### config.mk
export PLATFORM = sky130hd
export DESIGN_NAME = key_debounce_bank
export DESIGN_NICKNAME = d
export VERILOG_FILES = /design/src/rtl/key_debounce_bank.sv
export SDC_FILE = /design/constraint.sdc
export NUM_CORES = 1
export LEC_CHECK = 0
export CORE_UTILIZATION = 45
export CTS_BUF_LIST = sky130_fd_sc_hd__clkbuf_8
export DETAILED_ROUTE_END_ITERATION = 10
export DONT_BUFFER_PORTS = 1
export GPL_TIMING_DRIVEN = 1
export PLACE_DENSITY = 0.63
export SYNTH_ARGS = -nofsm -noshare
export SYNTH_HDL_FRONTEND = slang
export SYNTH_SLANG_ARGS = --single-unit
### constraint.sdc
create_clock -name clk -period 4.4 [get_ports clk]
set_clock_uncertainty 0.2 [all_clocks]
set_input_delay 0.66 -clock clk [delete_from_list [all_inputs] [get_ports clk]]
set_output_delay 0.66 -clock clk [all_outputs]
set_load 0.01 [all_outputs]
### src/rtl/key_debounce_bank.sv
// Multi-channel key debouncer: per-channel 2-FF synchroniser, stability counter,
// debounced level with press/release strobes and an optional hold/auto-repeat strobe.
module key_debounce_bank #(
   parameter int CHANNELS        = 4,
   parameter int DEBOUNCE_CYCLES = 1000000,
   parameter int ACTIVE_LOW      = 0,
   parameter int REPEAT_EN       = 0,
   parameter int HOLD_CYCLES     = 50000000,
   parameter int REPEAT_CYCLES   = 10000000
) (
   input  logic                clk,
   input  logic                rst,
   input  logic [CHANNELS-1:0] key_in,
   output logic [CHANNELS-1:0] key_level,
   output logic [CHANNELS-1:0] key_press,
   output logic [CHANNELS-1:0] key_release,
   output logic [CHANNELS-1:0] key_repeat
);

   localparam int            CW       = $clog2(DEBOUNCE_CYCLES);
   localparam logic [CW-1:0] DB_TC    = CW'(DEBOUNCE_CYCLES - 1);
   // Sync flops hold the raw pin, so their idle value is the released pin level.
   localparam logic          SYNC_RST = (ACTIVE_LOW != 0);

   // state     | meaning
   // ST_IDLE   | key released, no repeat activity
   // ST_HOLD   | key pressed, timing the initial hold delay
   // ST_REPEAT | hold delay elapsed, emitting periodic repeat strobes
   typedef enum logic [1:0] {ST_IDLE, ST_HOLD, ST_REPEAT} rpt_state_e;

   for (genvar g = 0; g < CHANNELS; g++) begin : g_ch
      logic          s1_q, s2_q;
      logic          pressed_s;
      logic [CW-1:0] cnt_q, cnt_d;
      logic          lvl_q, lvl_d;
      logic          press_q, press_d;
      logic          rel_q, rel_d;

      always_ff @(posedge clk or posedge rst) begin
         if (rst) begin
            s1_q    <= SYNC_RST;
            s2_q    <= SYNC_RST;
            cnt_q   <= '0;
            lvl_q   <= 1'b0;
            press_q <= 1'b0;
            rel_q   <= 1'b0;
         end else begin
            s1_q    <= key_in[g];
            s2_q    <= s1_q;
            cnt_q   <= cnt_d;
            lvl_q   <= lvl_d;
            press_q <= press_d;
            rel_q   <= rel_d;
         end
      end

      assign pressed_s = (ACTIVE_LOW != 0) ? ~s2_q : s2_q;

      always_comb begin
         cnt_d   = cnt_q;
         lvl_d   = lvl_q;
         press_d = 1'b0;
         rel_d   = 1'b0;
         if (pressed_s == lvl_q) begin
            cnt_d = '0;
         end else if (cnt_q == DB_TC) begin
            cnt_d   = '0;
            lvl_d   = pressed_s;
            press_d = pressed_s;
            rel_d   = ~pressed_s;
         end else begin
            cnt_d = cnt_q + 1'b1;
         end
      end

      assign key_level[g]   = lvl_q;
      assign key_press[g]   = press_q;
      assign key_release[g] = rel_q;

      if (REPEAT_EN != 0) begin : g_rpt
         localparam int            RMAX    = (HOLD_CYCLES > REPEAT_CYCLES) ? HOLD_CYCLES : REPEAT_CYCLES;
         localparam int            RW      = $clog2(RMAX + 1);
         localparam logic [RW-1:0] HOLD_TC = RW'(HOLD_CYCLES - 1);
         localparam logic [RW-1:0] REP_TC  = RW'(REPEAT_CYCLES - 1);

         rpt_state_e    st_q, st_d;
         logic [RW-1:0] rcnt_q, rcnt_d;
         logic          rep_q, rep_d;

         always_ff @(posedge clk or posedge rst) begin
            if (rst) begin
               st_q   <= ST_IDLE;
               rcnt_q <= '0;
               rep_q  <= 1'b0;
            end else begin
               st_q   <= st_d;
               rcnt_q <= rcnt_d;
               rep_q  <= rep_d;
            end
         end

         always_comb begin
            st_d   = st_q;
            rcnt_d = rcnt_q;
            case (st_q)
               ST_IDLE: begin
                  if (press_d) begin
                     st_d   = ST_HOLD;
                     rcnt_d = '0;
                  end
               end
               ST_HOLD: begin
                  if (rel_d) begin
                     st_d   = ST_IDLE;
                     rcnt_d = '0;
                  end else if (rcnt_q == HOLD_TC) begin
                     st_d   = ST_REPEAT;
                     rcnt_d = '0;
                  end else begin
                     rcnt_d = rcnt_q + 1'b1;
                  end
               end
               ST_REPEAT: begin
                  if (rel_d) begin
                     st_d   = ST_IDLE;
                     rcnt_d = '0;
                  end else if (rcnt_q == REP_TC) begin
                     rcnt_d = '0;
                  end else begin
                     rcnt_d = rcnt_q + 1'b1;
                  end
               end
               default: begin
                  st_d   = ST_IDLE;
                  rcnt_d = '0;
               end
            endcase
         end

         // Release wins over a repeat falling on the same edge.
         always_comb begin
            rep_d = 1'b0;
            if (!rel_d) begin
               if (st_q == ST_HOLD && rcnt_q == HOLD_TC)
                  rep_d = 1'b1;
               else if (st_q == ST_REPEAT && rcnt_q == REP_TC)
                  rep_d = 1'b1;
            end
         end

         assign key_repeat[g] = rep_q;
      end else begin : g_norpt
         assign key_repeat[g] = 1'b0;
      end
   end

endmodule
==> flow_summary.json <==
{
  "drc": 0,
  "worst-path-buf-inv": 0,
  "ctsHoldBuffers": 0,
  "p_leak_nw": 1.99,
  "cp-startpoint": "g_ch[1].cnt_q[12]",
  "slowest_stage": "o21ai_1",
  "slew_headroom_pct": 21.9,
  "grt_overflow": 0,
  "yosys.area.top_type_share_pct": 52.5,
  "drtPass1Iterations": 4,
  "die_area_mm2": 0.0110,
  "routedWlPerCell_um": 13.7,
  "clkTransAtPathRegs_ns": 0.09,
  "synth_area_mm2": 0.00477,
  "critPathTopFamily": "compound AO/OA/AOI/OAI gates",
  "utilization_pct": 49.1,
  "synthArstFlopShare_pct": 100,
  "synthTopCellsByArea": "dfrtp_1 52%, xnor2_1 7.5%, nor2_1 5.6%",
  "cp.required_ns": 4.41,
  "area.growth.synth_to_final_pct": 5.72,
  "cts-root-buf": "clkbuf_8",
  "status": "complete, no violations",
  "cts.sinks": 100,
  "start_util_pct": 46.4,
  "grt_max_degree": 80,
  "final_cells": 601,
  "synth_most_common_cell": "dfrtp_1",
  "finalSetupViolations": 0,
  "drive_gt1_share_pct": 7.74,
  "finalSetupTns_ns": 0,
  "cp-start-kind": "flip-flop",
  "path_class": "flip-flop to flip-flop",
  "avgSynthCellArea_um2": 10.2,
  "synth.distinct_cells": 44,
  "std_cell_rows": 37,
  "track_usage_pct": 16.8,
  "ys.flop_type": "dfrtp_1",
  "crit_path_end_kind": "flip-flop",
  "finalCritPeriodShare_pct": 57.2,
  "die_h_um": 105,
  "worst_slack_ns": 1.88,
  "ys_top_cells_by_count": "100 x dfrtp_1, 71 x nor2_1, 41 x xnor2_1",
  "rsz0062_at_grt": "false",
  "grt_pass1_wl_um": 14900,
  "nets": 470,
  "cp_max_fo": 16,
  "cts_resized": 0,
  "power_density_mw_per_mm2": 321,
  "numPortBuffers": 0,
  "cts_tree": "done",
  "clock_latency_ns": 0.37,
  "fill_cells": 947,
  "place_ws_ns": 1.91,
  "worstPathCellList": "nor4_1 > nand4_1 > o21ai_1 > nor2_1",
  "hold_start": "key_in[2]",
  "period_minus_slack_ns": 2.52,
  "h-tree-depth": 3,
  "placedCellCount": 585,
  "drt-total-wl_um": 8230,
  "cts_buffers": 9,
  "critPathArrivalTime_ns": 2.52,
  "grt_antenna_before_repair": 0,
  "hold_class": "input pin to flip-flop",
  "gp_congestion": 0.763,
  "slowest_delay_ns": 0.95,
  "maxCapViolCount": 0,
  "fp.dieW_um": 105,
  "drt_iter0_drc": 131,
  "fmax_mhz": 398,
  "tightest_slew_ns": 1.16,
  "synth-seq-cells": 100,
  "yosys.area.top_type": "dfrtp_1",
  "core_area_mm2": 0.0103,
  "maxSlewViolCount": 0,
  "drtAntennaViolNets": 0,
  "num_antenna_cells": 0,
  "r2r_start": "g_ch[1].cnt_q[12]",
  "synth_edf_count": 0,
  "ys_seq_area_share_pct": 52.5,
  "ir_drop_v": 0.000139,
  "clk_path_buf_depth": 2,
  "finalHoldViolCount": 0,
  "routed_via_density": 5.38,
  "cts_setup_buffers": 0,
  "grt_pass1_vias": 3251,
  "synthCells": 466,
  "ioPinCount": 22,
  "route.vias.total": 3236,
  "dp_hpwl_um": 5550,
  "synth_warnings": 0
}
[layout by cell type (no fill, tap or decap), types with 2 or more instances in the layout]
| master | count |
|---|---|
| ha_1 | 4 |
| nand4_1 | 19 |
| nor3_1 | 15 |
| and2_1 | 5 |
| or3_1 | 8 |
| mux2i_1 | 2 |
| o31ai_1 | 4 |
| nor2_1 | 71 |
| buf_4 | 2 |
| nor4bb_1 | 2 |
| a211oi_1 | 2 |
| or2_1 | 2 |
| conb_1 | 4 |
| and3_1 | 12 |
| nand3_1 | 25 |
| nand4b_1 | 2 |
| nor4_1 | 20 |
| or4_1 | 6 |
| o21ai_0 | 6 |
| dfrtp_1 | 100 |
| xnor2_1 | 41 |
| or2_2 | 4 |
| mux2_2 | 3 |
| nand2_1 | 18 |
| o221ai_1 | 4 |
| inv_1 | 14 |
| a21oi_1 | 12 |
| nor3b_1 | 8 |
| o2111a_1 | 2 |
| a31o_2 | 2 |
| xor2_1 | 16 |
| clkbuf_8 | 12 |
| o21ai_1 | 2 |
[cell families after synthesis]
group                    share of synthesized area (%)
AO/OA/AOI/OAI                                     5.69
XOR/XNOR                                          10.5
adder cells (fa/ha/maj)                           1.05
buffers and inverters                             4.25
flip-flops                                        52.5
multiplexers                                      1.44
other                                           0.0786
AND/OR/NAND/NOR                                   24.6
[power by group]
| group | internal (W) | switching [W] |
|---|---|---|
| logic | 0.0000127 | 0.0000370 |
| clock network | 0.000313 | 0.000314 |
| registers | 0.000931 | 0.0000118 |
[worst paths after layout]
path	endpoint	slack (ns)	cells past startpoint
worst min-delay path	g_ch[2].s1_q	0.11	0
worst min register to register	g_ch[2].pressed_s	0.15	0
worst max-delay path	g_ch[1].cnt_q[5]	1.88	4
worst max register to register	g_ch[1].cnt_q[5]	1.88	4
min in group asynchronous	g_ch[2].cnt_q[14]	0.18	1
max in group asynchronous	g_ch[2].cnt_q[4]	2.98	2
[sequential cells by signal, indices dropped and copies added (netlist names)]
name,cells
g_ch.cnt_q,80
g_ch.lvl_q,4
g_ch.press_q,4
g_ch.pressed_s,4
g_ch.rel_q,4
g_ch.s1_q,4
[final cells by class]
cell class / count / area, um2 / share of cell area [%]
tap: 136 / 170 / 3.37
clock inverter: 4 / 55.1 / 1.09
inverter: 15 / 58.8 / 1.17
clock buffer: 12 / 165 / 3.28
timing repair buffer: 2 / 15.0 / 0.298
multi-input combinational: 332 / 2080 / 41.2
sequential: 100 / 2500 / 49.6
[per-layer routing]
layer / vias up / routed length [um] / part of all wire, % / track usage [%]
met5: - / 0 / 0 / 0
met4: 0 / 133 / 1.6 / 7.14
met3: 9 / 187 / 2.3 / 3.31
met2: 30 / 3920 / 48 / 27.2
met1: 1589 / 3990 / 48 / 22.2
li1: 1608 / - / - / -
[stage by stage]
step | area (um2) | total power [W] | hold slack, ns
6_report | 5040 | 0.00162 | 0.110
5_1_grt | 5040 | 0.00169 | 0.0857
4_1_cts | 5040 | 0.00164 | 0.0938
3_5_place_dp | 4820 | 0.00101 | 0.135
3_3_place_gp | 4820 | 0.00101 | 0.132
2_1_floorplan | 4780 | 0.00100 | 0.131
Note: power is estimated with default switching activity, not from simulation.
